===== config.mk =====
export PLATFORM = sky130hd
export DESIGN_NAME = mult_bus_if_flat
export DESIGN_NICKNAME = d
export VERILOG_FILES = /design/src/rtl/mult_bus_if_pkg.sv /design/src/rtl/mult_bus_if_if.sv /design/src/rtl/mult_bus_regfile.sv /design/src/rtl/mult_bus_if.sv /design/src/flat_wrapper.sv
export SDC_FILE = /design/constraint.sdc
export NUM_CORES = 1
export LEC_CHECK = 0
export ABC_AREA = 0
export CORE_MARGIN = 2
export CORE_UTILIZATION = 46
export DETAILED_ROUTE_END_ITERATION = 7
export GPL_ROUTABILITY_DRIVEN = 0
export PLACE_DENSITY = 0.8
export REMOVE_ABC_BUFFERS = 1
export SYNTH_ARGS = -nofsm -noshare
export SYNTH_HDL_FRONTEND = slang
export SYNTH_SLANG_ARGS = --single-unit

===== constraint.sdc =====
create_clock -name clk -period 4.8 [get_ports clk]
set_input_delay 1.2 -clock clk [delete_from_list [all_inputs] [get_ports clk]]
set_output_delay 1.2 -clock clk [all_outputs]
set_load 0.01 [all_outputs]

===== src/rtl/mult_bus_if_pkg.sv =====
// Shared constants for the multiplier bus interface: FSM states, register map, STATUS bits.
package mult_bus_if_pkg;

  typedef enum logic [2:0] {
    IDLE    = 3'd0,
    ARM     = 3'd1,
    LAUNCH  = 3'd2,
    WAIT    = 3'd3,
    CAPTURE = 3'd4,
    DRAIN   = 3'd5
  } state_t;

  localparam logic [2:0] ADDR_A      = 3'd0;
  localparam logic [2:0] ADDR_B      = 3'd1;
  localparam logic [2:0] ADDR_CTRL   = 3'd2;
  localparam logic [2:0] ADDR_STATUS = 3'd3;
  localparam logic [2:0] ADDR_RESULT = 3'd4;

  localparam int unsigned STAT_BUSY    = 0;
  localparam int unsigned STAT_DONE    = 1;
  localparam int unsigned STAT_OVERRUN = 2;
  localparam int unsigned STAT_TIMEOUT = 3;

endpackage


===== src/rtl/mult_bus_if_if.sv =====
// Processor register bus: select, strobes, address and data.
interface mult_bus_if_if;
  logic        cs;
  logic        we;
  logic        rd;
  logic [2:0]  addr;
  logic [31:0] wdata;
  logic [31:0] rdata;

  modport master (output cs, we, rd, addr, wdata, input rdata);
  modport slave  (input cs, we, rd, addr, wdata, output rdata);
endinterface


===== src/rtl/mult_bus_regfile.sv =====
// Operand/result registers, read mux and read-clear status flags.
// Optional MULT_TIMEOUT_EN adds the timeout flag (STATUS bit3) and folds it into irq.
module mult_bus_regfile
  import mult_bus_if_pkg::*;
#(
  parameter int unsigned WIDTH = 16
) (
  input  logic               clk,
  input  logic               rst,
  mult_bus_if_if.slave       bus,
  input  logic               busy,
  input  logic               capture,
  input  logic               timeout_set,
  input  logic [2*WIDTH-1:0] mult_result,
  output logic [WIDTH-1:0]   op_a,
  output logic [WIDTH-1:0]   op_b,
  output logic               start,
  output logic               irq
);

  logic [2*WIDTH-1:0] result;
  logic               done;
  logic               overrun;
  logic               wr;
  logic               rd_en;
  logic               start_req;
  logic               op_ovr;
  logic               stat_rd;
  logic               timeout;
  logic [31:0]        rd_val;
  logic               unused_wdata;

  assign unused_wdata = ^bus.wdata[31:WIDTH];

  assign wr        = bus.cs & bus.we;
  assign rd_en     = bus.cs & bus.rd & ~bus.we;
  assign start_req = wr & (bus.addr == ADDR_CTRL) & bus.wdata[0];
  assign start     = start_req & ~busy;
  assign op_ovr    = wr & busy & ((bus.addr == ADDR_A) | (bus.addr == ADDR_B));
  assign stat_rd   = rd_en & (bus.addr == ADDR_STATUS);

`ifdef MULT_TIMEOUT_EN
  always_ff @(posedge clk or posedge rst) begin
    if (rst) begin
      timeout <= 1'b0;
    end else if (timeout_set) begin
      timeout <= 1'b1;
    end else if (stat_rd) begin
      timeout <= 1'b0;
    end
  end
  assign irq = done | timeout;
`else
  assign timeout = 1'b0;
  assign irq     = done;
`endif

  // STATUS shows flags being set this cycle so a coincident read never loses them
  always_comb begin
    rd_val = '0;
    case (bus.addr)
      ADDR_A:      rd_val[WIDTH-1:0] = op_a;
      ADDR_B:      rd_val[WIDTH-1:0] = op_b;
      ADDR_STATUS: begin
        rd_val[STAT_BUSY]    = busy;
        rd_val[STAT_DONE]    = done | capture;
        rd_val[STAT_OVERRUN] = overrun;
        rd_val[STAT_TIMEOUT] = timeout | timeout_set;
      end
      ADDR_RESULT: rd_val[2*WIDTH-1:0] = result;
      default:     rd_val = '0;
    endcase
  end

  always_ff @(posedge clk or posedge rst) begin
    if (rst) begin
      op_a      <= '0;
      op_b      <= '0;
      result    <= '0;
      done      <= 1'b0;
      overrun   <= 1'b0;
      bus.rdata <= '0;
    end else begin
      if (wr && !busy && bus.addr == ADDR_A) op_a <= bus.wdata[WIDTH-1:0];
      if (wr && !busy && bus.addr == ADDR_B) op_b <= bus.wdata[WIDTH-1:0];
      if (capture)          result <= mult_result;
      else if (timeout_set) result <= '0;
      if (capture)      done <= 1'b1;
      else if (stat_rd) done <= 1'b0;
      if (op_ovr || (start_req && busy)) overrun <= 1'b1;
      else if (stat_rd)                  overrun <= 1'b0;
      if (rd_en) bus.rdata <= rd_val;
    end
  end

endmodule


===== src/rtl/mult_bus_if.sv =====
// Bus-side controller for the sequential multiplier: start FSM plus register file.
// Optional MULT_TIMEOUT_EN bounds the wait for mult_done by TIMEOUT cycles.
module mult_bus_if
  import mult_bus_if_pkg::*;
#(
  parameter int unsigned WIDTH   = 16,
  parameter int unsigned TIMEOUT = 1023
) (
  input  logic               clk,
  input  logic               rst,
  mult_bus_if_if.slave       bus,
  output logic [WIDTH-1:0]   op_a,
  output logic [WIDTH-1:0]   op_b,
  output logic               init,
  input  logic               mult_done,
  input  logic [2*WIDTH-1:0] mult_result,
  output logic               irq
);

  state_t state;
  logic   busy;
  logic   start;
  logic   capture;
  logic   timeout_set;

  assign capture = (state == CAPTURE);

`ifdef MULT_TIMEOUT_EN
  localparam int unsigned TW = $clog2(TIMEOUT + 1);
  logic [TW-1:0] tcnt;

  assign timeout_set = (state == WAIT) & ~mult_done & (tcnt == TW'(TIMEOUT - 1));

  always_ff @(posedge clk or posedge rst) begin
    if (rst) begin
      tcnt <= '0;
    end else if (state == LAUNCH) begin
      tcnt <= '0;
    end else if (state == WAIT && !mult_done) begin
      tcnt <= tcnt + 1'b1;
    end
  end
`else
  localparam int unsigned unused_timeout = TIMEOUT;
  assign timeout_set = 1'b0;
`endif

  always_ff @(posedge clk or posedge rst) begin
    if (rst) begin
      state <= IDLE;
      busy  <= 1'b0;
      init  <= 1'b0;
    end else begin
      init <= 1'b0;
      case (state)
        IDLE: if (start) begin
          state <= ARM;
          busy  <= 1'b1;
        end
        ARM: if (!mult_done) begin
          state <= LAUNCH;
          init  <= 1'b1;
        end
        LAUNCH: state <= WAIT;
        WAIT: begin
          if (mult_done) begin
            state <= CAPTURE;
          end else if (timeout_set) begin
            state <= IDLE;
            busy  <= 1'b0;
          end
        end
        CAPTURE: state <= DRAIN;
        DRAIN: if (!mult_done) begin
          state <= IDLE;
          busy  <= 1'b0;
        end
        default: begin
          state <= IDLE;
          busy  <= 1'b0;
        end
      endcase
    end
  end

  mult_bus_regfile #(.WIDTH(WIDTH)) u_regfile (
    .clk         (clk),
    .rst         (rst),
    .bus         (bus),
    .busy        (busy),
    .capture     (capture),
    .timeout_set (timeout_set),
    .mult_result (mult_result),
    .op_a        (op_a),
    .op_b        (op_b),
    .start       (start),
    .irq         (irq)
  );

endmodule


===== src/flat_wrapper.sv =====
// flat-port wrapper written by rule: the top's interface ports become plain ports
module mult_bus_if_flat import mult_bus_if_pkg::*;
#(
  parameter int unsigned WIDTH   = 16,
  parameter int unsigned TIMEOUT = 1023
)
  (clk, rst, op_a, op_b, init, mult_done, mult_result, irq, bus_cs, bus_we, bus_rd, bus_addr, bus_wdata, bus_rdata);
  mult_bus_if_if bus_i ();
  input  logic clk;
  input  logic rst;
  output logic [WIDTH-1:0] op_a;
  output logic [WIDTH-1:0] op_b;
  output logic init;
  input  logic mult_done;
  input  logic [2*WIDTH-1:0] mult_result;
  output logic irq;
  input wire logic [$bits(bus_i.cs)-1:0] bus_cs;
  input wire logic [$bits(bus_i.we)-1:0] bus_we;
  input wire logic [$bits(bus_i.rd)-1:0] bus_rd;
  input wire logic [$bits(bus_i.addr)-1:0] bus_addr;
  input wire logic [$bits(bus_i.wdata)-1:0] bus_wdata;
  output wire logic [$bits(bus_i.rdata)-1:0] bus_rdata;
  assign bus_i.cs = bus_cs;
  assign bus_i.we = bus_we;
  assign bus_i.rd = bus_rd;
  assign bus_i.addr = bus_addr;
  assign bus_i.wdata = bus_wdata;
  assign bus_rdata = bus_i.rdata;
  mult_bus_if #(.WIDTH(WIDTH), .TIMEOUT(TIMEOUT)) u_core (.clk(clk), .rst(rst), .bus(bus_i), .op_a(op_a), .op_b(op_b), .init(init), .mult_done(mult_done), .mult_result(mult_result), .irq(irq));
endmodule

== Yosys cells after proc, flatten, opt, wreduce, memory -nomap -nowiden ==
Index checks and enable logic that the tools add are counted.
Word-level totals
  bits in registers: 103
  output and inout port bits: 66
Operators by class
  equality and inequality tests: 13
  multiplexer cells: 16
  bitwise gates (word level): 14
  reduce and logical (&&, ||, !) cells: 13
Operators with widths (number)
  $pmux 12 s3: 1
  $pmux 3 s6: 1
  $mux 16: 1
  $pmux 4 s4: 1
  $eq 3x2->1 const B: 4
  $mux 3: 4
  $and 1x1->1: 9
  $eq 3x3->1 const B: 3
  $mux 1: 7
  $eq 3x1->1 const B: 2
  $logic_not 3->1: 2
  $ne 2x2->1 const B: 3
  $logic_and 1x1->1: 4
  $reduce_and 4->1: 1
  $reduce_bool 2->1: 2
  $reduce_or 4->1: 1
  $not 1->1: 3
  $pmux 1 s3: 1
  $reduce_and 3->1: 1
  $ne 2x1->1 const B: 1
  $or 1x1->1: 2
  $logic_not 1->1: 1
  $logic_or 1x1->1: 1

== Depth between registers and ports, before layout ==
Gate-level depths: netlist (run 1).
  depth in word-level cells: 6
  mapped depth: 6
  mapped depth without buffers: 4

== Modules after synthesis ==
A second synthesis (run 1) with hierarchy kept.
Unflattened totals
  cells, all modules: 367
  area, all modules: 4488.1 um^2
Modules (own cells, without submodules)
  mult_bus_regfile: instances 1, cells an instance 341, area each 4231.6 um^2, seq. area each 2452.4 um^2
  mult_bus_if: instances 1, cells an instance 26, area each 256.5 um^2, seq. area each 125.1 um^2

== Worst setup path before layout (run 1) ==
No wires, ideal clock.
  path kind: input to register
  from: input port bus_addr[1]
  to: register u_core.u_regfile.bus.rdata[2]
  library setup time: 0.121 ns
  arrival: 2.160 ns
  slack: 2.519 ns
  stages on the path: 4
  buffers on the path: 1
  cell sequence: clkbuf_1 mux2_2 a22o_1 a22o_1
On the way
  word-level cells in the longest chain between the ends: 2
Ends and longest elaborated chain
  start: declaration: line flat_wrapper.sv:20  | input wire logic [$bits(bus_i.addr)-1:0] bus_addr;
  $eq 3x3->1, or another cell as far along: line mult_bus_regfile.sv:61  | case (bus.addr)
  $pmux 4 s4 *: line mult_bus_regfile.sv:61
  end signal: assignment: line mult_bus_regfile.sv:92  | if (rd_en) bus.rdata <= rd_val;
  end: declaration: line mult_bus_if_if.sv:11  | modport slave (input cs, we, rd, addr, wdata, output rdata);
Mark *: on every way between the ends. The rest lies on a longest branch, timed or not.
A chain may end at the register's enable or synchronous reset.

== Final worst setup path (run 1) ==
  from: input port bus_cs
  to: register u_core.u_regfile.bus.rdata[9]
On the way
  word-level cells in the longest chain between the ends: 2
Ends and longest elaborated chain
  start: declaration: line flat_wrapper.sv:17  | input wire logic [$bits(bus_i.cs)-1:0] bus_cs;
  $and 1x1->1 (2 in series): line mult_bus_regfile.sv:36  | assign rd_en = bus.cs & bus.rd & ~bus.we;
Every way passes these cells.

==> results of run 1 <==
## state kept, by name (all words and copies together) (netlist names)
register                    flops
u_core.u_regfile.bus.rdata     32
u_core.u_regfile.result        32
u_core.u_regfile.op_a          16
u_core.u_regfile.op_b          16
u_core.state                    3
u_core.busy                     1
u_core.init                     1
u_core.u_regfile.irq            1
u_core.u_regfile.overrun        1
## final timing paths
kind	start	end	slack [ns]	cells after the start
min in group asynchronous	rst	u_core.init	1.41	2
min	u_core.u_regfile.result[29]	u_core.u_regfile.bus.rdata[29]	0.50	1
max	bus_cs	u_core.u_regfile.bus.rdata[9]	1.67	4
max reg2reg	u_core.state[1]	u_core.u_regfile.result[28]	2.59	3
max in group asynchronous	rst	u_core.u_regfile.bus.rdata[9]	2.50	3
min reg2reg	u_core.u_regfile.result[29]	u_core.u_regfile.bus.rdata[29]	0.50	1
## where the power goes
part           switching [uW]  internal [uW]  total [uW]
clock                     305            196         502
sequential                195           1140        1340
combinational             304            522         826
total                     804           1860        2670
## layout make-up
type	instances	area [um2]	area share
inverters	2	10.0	0.00173
flip-flops and latches	103	2580	0.446
clock buffers	10	128	0.0221
multi-input cells	184	1610	0.279
well taps	111	139	0.0240
repair buffers	127	1260	0.218
clock inverters	6	51.3	0.00888
## per-layer routing
layer,vias to the layer above,track usage,share of wire
li1,1359,-,-
met1,1484,0.270,0.43
met2,108,0.329,0.49
met3,2,0.0707,0.077
met4,0,0.0411,0.0029
met5,-,0,0
## through the flow
stage / setup slack, ns / util / total power, uW / cells
after global placement: 1.32 / 0.612 / 2140 / 527
after floorplan: 0.896 / - / 1760 / 289
final: 1.67 / 0.631 / 2670 / 543
after CTS: 1.68 / 0.631 / 2700 / 543
after global routing: 1.57 / 0.631 / 2830 / 543
after detailed placement: 1.27 / 0.612 / 2190 / 527
## critical path, cell delays in order
cell and delay [ns]:
sky130_fd_sc_hd__clkdlybuf4s50_1 0.56, sky130_fd_sc_hd__nand3b_4 0.41, sky130_fd_sc_hd__a211oi_2 1.00, sky130_fd_sc_hd__a22o_1 0.23
## synthesized netlist by cell type, drive strengths merged (2+ instances only)
| cell | count | area [um2] |
|---|---|---|
| inv | 2 | 7.51 |
| a211oi | 2 | 20.0 |
| dfrtp | 103 | 2580 |
| clkbuf | 6 | 22.5 |
| buf | 12 | 85.1 |
| mux2i | 14 | 140 |
| nor2b | 5 | 31.3 |
| o21ai | 15 | 75.1 |
| a22o | 34 | 298 |
| nand2 | 21 | 81.3 |
| nor2 | 5 | 28.8 |
| nor3 | 3 | 15.0 |
| a21oi | 3 | 15.0 |
| nand3b | 5 | 75.1 |
| mux2 | 66 | 743 |
## kinds of logic after synthesis
kind of cell	count (synthesis)
and+or+nand+nor	43
DFF	103
buffers and inverters	20
muxes	80
AOI/OAI and AO/OA	61
==> impl_metrics.py, run 1 <==
metrics = {
    "finish": {
        "finish.net_count": 500,
        "fill_cells": 720,
        "final_layout_size_suffix_gt1_frac": 0.188,
        "layout.cells.most_common_list": "sky130_fd_sc_hd__clkdlybuf4s50_1 (122), sky130_fd_sc_hd__dfrtp_1 (103), sky130_fd_sc_hd__mux2_2 (52)",
        "area_growth_pct": 34.2,
        "insertedDiodeCount": 0,
        "final_design_area_no_fill_um2": 5780,
        "final_common_cell": "sky130_fd_sc_hd__clkdlybuf4s50_1",
    },
    "floorplan": {
        "floorplan.io_pins": 139,
        "dieHeight_um": 101,
        "core-area_um2": 9150,
        "floorplan.initialDensity": 0.470,
        "die_area_um2": 10100,
        "std_cell_rows": 35,
        "die_w_um": 101,
    },
    "place": {
        "placedInstanceArea_um2": 5600,
        "place_hpwl_mm": 6.67,
        "placement.io_buffers": 122,
    },
    "logic_synthesis": {
        "count_of_different_cell_masters_after_synthesis": 35,
        "ys.warnings.count": 0,
        "post_synth.cell_area_avg_um2": 14.0,
        "synth_simple_gate_area_frac": 0.0622,
        "syn_area_um2": 4310,
        "synth-edff-count": 0,
        "yosys.area_share.xor_xnor": 0,
        "synth.ff_latch_count": 103,
        "yosys-mux-area-fraction": 0.205,
        "dominant_combinational_cell_family_by_area_after_synthesis": "multiplexers",
        "synth.yosys.seq_area_share": 0.599,
        "synth_top_flop_cell": "sky130_fd_sc_hd__dfrtp_1",
        "synthArstFlopShare": 1.00,
        "synth_fa_ha_area_frac": 0,
        "post_synth_inst_count": 307,
        "synth_compound_area_frac": 0.107,
    },
    "detailed_routing": {
        "detail_route.drc_violations": 0,
        "detail_route.first_pass.iterations": 6,
        "totalWireLength_mm": 9.74,
        "vias_per_cell": 5.44,
        "vias": 2953,
        "drt_first_iter_violations": 115,
        "wire_per_inst_um": 17.9,
        "detail-route-antenna-nets": 0,
    },
    "sta": {
        "setup_repair_after_global_routing_missed_its_margin": "no",
        "setup_viol": 0,
        "finalMaxSlewViolations": 0,
        "finalHoldViolations": 0,
        "slew_headroom": 0.314,
        "worst_slew_pin_slew_ns": 1.03,
        "final_period_util": 0.651,
        "finalWorstPathRequiredPeriod_ns": 3.13,
        "fin_skew_ns": 0.0122,
        "clock.fmax_mhz": 320,
        "totalNegativeSetupSlack_ns": 0,
        "worst_hold_slack_after_final_layout_ns": 0.496,
    },
    "hold_path": {
        "worst_hold_path_type": "reg -> reg",
    },
    "critical_path": {
        "timing.critical_path.from_type": "primary input",
        "worst-path-max-fanout": 36,
        "timing.critical_path.arrival_ns": 3.42,
        "criticalPathCategory": "in -> reg",
        "required_ns": 5.09,
        "endpoint_kind": "flip-flop",
    },
    "clock_tree": {
        "h-tree-depth": 3,
        "ctsHoldBuffers": 0,
        "buffer_levels_on_the_longest_clock_path": 2,
        "clock_sink_count": 103,
        "clk_root_buffer_cell": "sky130_fd_sc_hd__clkbuf_8",
        "cts_buffers": 9,
        "cts_resized": 0,
        "worst_skew_pair.late_latency_ns": 0.36,
        "cts_post_setup_buffers_inserted": 0,
        "tritoncts": "done",
        "clk_pin_slew_worst_paths_ns": 0.10,
    },
    "global_route": {
        "grt_pass1_wl_mm": 15.9,
        "antenna_found_initial": 0,
        "number_of_global_route_vias_before_repair": 3085,
        "globalRoute.totalOverflow": 0,
        "groute.usage.overall": 0.204,
        "grt_max_degree": 82,
    },
    "run": {
        "drv.max_cap_violation_count": 0,
    },
    "power": {
        "power.static_leakage_uw": 0.00257,
        "power-per-cell-area_nw_per_um2": 461,
        "vdd_drop_max_v": 0.000241,
    },
    "status": {
        "run_status": "completed",
    },
}
(Power assumes the default switching activity.)
==> inputs of run 2 (changes only) <==
- CORE_UTILIZATION: 46 -> 42
- PLACE_DENSITY: 0.8 -> 0.77
- clock period: 4.8 -> 2.5 ns (I/O delays scaled with it)
==> run 2 against run 1 <==
- design area rose by 3.0%
- cell count is 6.3% higher
- setup slack worse by 1.3 ns
- core utilization is 2.8 points lower
- critical path depth stayed put
- via count grew 0.85%
- global-route usage shrank 1.9 points
- worst hold slack better by 0.0076 ns
- first-iteration DRC count is 18% lower
- clock power grew 120%
==> impl_metrics.py, run 2 (synthesis results as in run 1) <==
metrics = {
    "status": {
        "run_status": "completed",
    },
    "place": {
        "placedInstanceArea_um2": 5740,
        "placement.io_buffers": 122,
        "instance_count_after_placement_with_tap_cells_included": 561,
        "place_hpwl_mm": 7.17,
    },
    "clock_tree": {
        "h-tree-depth": 3,
        "clk_root_buffer_cell": "sky130_fd_sc_hd__clkbuf_8",
        "tritoncts": "done",
        "clock_sink_count": 103,
        "clk_pin_slew_worst_paths_ns": 0.10,
        "ctsHoldBuffers": 0,
        "cts_resized": 0,
        "buffer_levels_on_the_longest_clock_path": 2,
        "cts_buffers": 9,
        "worst_skew_pair.late_latency_ns": 0.36,
        "cts_post_setup_buffers_inserted": 0,
    },
    "sta": {
        "final_period_util": 0.839,
        "fin_skew_ns": 0.0190,
        "clock.fmax_mhz": 477,
        "finalMaxSlewViolations": 0,
        "finalWorstPathRequiredPeriod_ns": 2.10,
        "setup_viol": 0,
        "slew_headroom": 0.676,
        "totalNegativeSetupSlack_ns": 0,
        "finalHoldViolations": 0,
        "worst_slew_pin_slew_ns": 0.485,
        "setup_repair_after_global_routing_missed_its_margin": "no",
    },
    "critical_path": {
        "criticalPathCategory": "in -> reg",
        "timing.critical_path.arrival_ns": 2.32,
        "r2r_slack_ns": 0.96,
        "required_ns": 2.73,
        "endpoint_kind": "flip-flop",
        "worst-path-max-fanout": 16,
        "timing.critical_path.from_type": "primary input",
        "reg2regPathDepth": 3,
    },
    "floorplan": {
        "floorplan.initialDensity": 0.436,
        "die_w_um": 105,
        "core-area_um2": 9860,
        "die_area_um2": 11100,
        "dieHeight_um": 105,
        "floorplan.io_pins": 139,
        "std_cell_rows": 36,
    },
    "detailed_routing": {
        "detail_route.first_pass.iterations": 4,
        "drt_first_iter_violations": 94,
        "detail_route.drc_violations": 0,
        "detail-route-antenna-nets": 0,
        "totalWireLength_mm": 9.99,
        "vias_per_cell": 5.16,
        "wire_per_inst_um": 17.3,
        "vias": 2978,
    },
    "global_route": {
        "groute.usage.overall": 0.185,
        "antenna_found_initial": 0,
        "number_of_global_route_vias_before_repair": 3181,
        "globalRoute.totalOverflow": 0,
        "grt_pass1_wl_mm": 16.3,
        "grt_max_degree": 38,
    },
    "finish": {
        "area_growth_pct": 38.2,
        "finish.net_count": 512,
        "largest_regs": "u_core.u_regfile.bus.rdata x32, u_core.u_regfile.result x32",
        "insertedDiodeCount": 0,
        "final_common_cell": "sky130_fd_sc_hd__clkdlybuf4s50_1",
        "final_design_area_no_fill_um2": 5950,
        "final_layout_size_suffix_gt1_frac": 0.212,
        "layout.cells.non_filler": 577,
        "layout.cells.most_common_list": "sky130_fd_sc_hd__clkdlybuf4s50_1 (122), sky130_fd_sc_hd__dfrtp_1 (103), sky130_fd_sc_hd__mux2_2 (52)",
    },
    "run": {
        "drv.max_cap_violation_count": 0,
    },
    "power": {
        "power-per-cell-area_nw_per_um2": 887,
        "power.static_leakage_uw": 0.00266,
        "vdd_drop_max_v": 0.000520,
    },
    "hold_path": {
        "worst_hold_path.num_cells": 1,
        "worst_hold_path_type": "reg -> reg",
    },
}
-- run 2: power breakdown --
part	switching [uW]	internal, uW
clock	589	508
sequential	370	2190
combinational	599	1020
total	1560	3720
-- run 2: metal layers --
layer	part of all wire	wire, um	vias to the layer above	track usage
met5	0	0	-	0
met4	0.0076	76	0	0.0381
met3	0.059	592	8	0.0532
met2	0.49	4900	88	0.309
met1	0.44	4420	1498	0.242
li1	-	-	1384	-
-- run 2: metrics by stage --
stage                     worst slack [ns]  total power [uW]   util  hold slack, ns
after floorplan                     -0.829              3370      -           0.458
after global placement               0.141              4150  0.582           0.469
after detailed placement            0.0688              4230  0.582           0.475
after CTS                            0.420              5330  0.603           0.507
after global routing                 0.351              5580  0.603           0.524
final                                0.403              5280  0.603           0.504
-- run 2: cell type report --
| cell class | instances | area (um2) |
|---|---|---|
| clock inverter | 6 | 73.8 |
| fill | 766 | 3910 |
| sequential | 103 | 2580 |
| tap | 133 | 166 |
| multi-input combinational | 184 | 1610 |
| timing repair buffer | 139 | 1370 |
| inverter | 2 | 10.0 |
| clock buffer | 10 | 138 |
-- run 2: path summary, 6_finish.rpt --
check / from / to
hold / removal: u_core.u_regfile.result[28] / u_core.u_regfile.bus.rdata[28]
setup reg to reg: u_core.state[1] / u_core.u_regfile.result[15]
min in group asynchronous: rst / u_core.u_regfile.bus.rdata[21]
hold reg to reg: u_core.u_regfile.result[28] / u_core.u_regfile.bus.rdata[28]
max in group asynchronous: rst / u_core.u_regfile.bus.rdata[3]
setup / recovery: bus_addr[0] / u_core.u_regfile.op_a[10]
-- run 2: worst max-delay path, stage by stage --
cell                              delay [ns]
sky130_fd_sc_hd__clkdlybuf4s50_1        0.57
sky130_fd_sc_hd__nor2_1                 0.35
sky130_fd_sc_hd__nand2_2                0.38
sky130_fd_sc_hd__mux2_2                 0.40
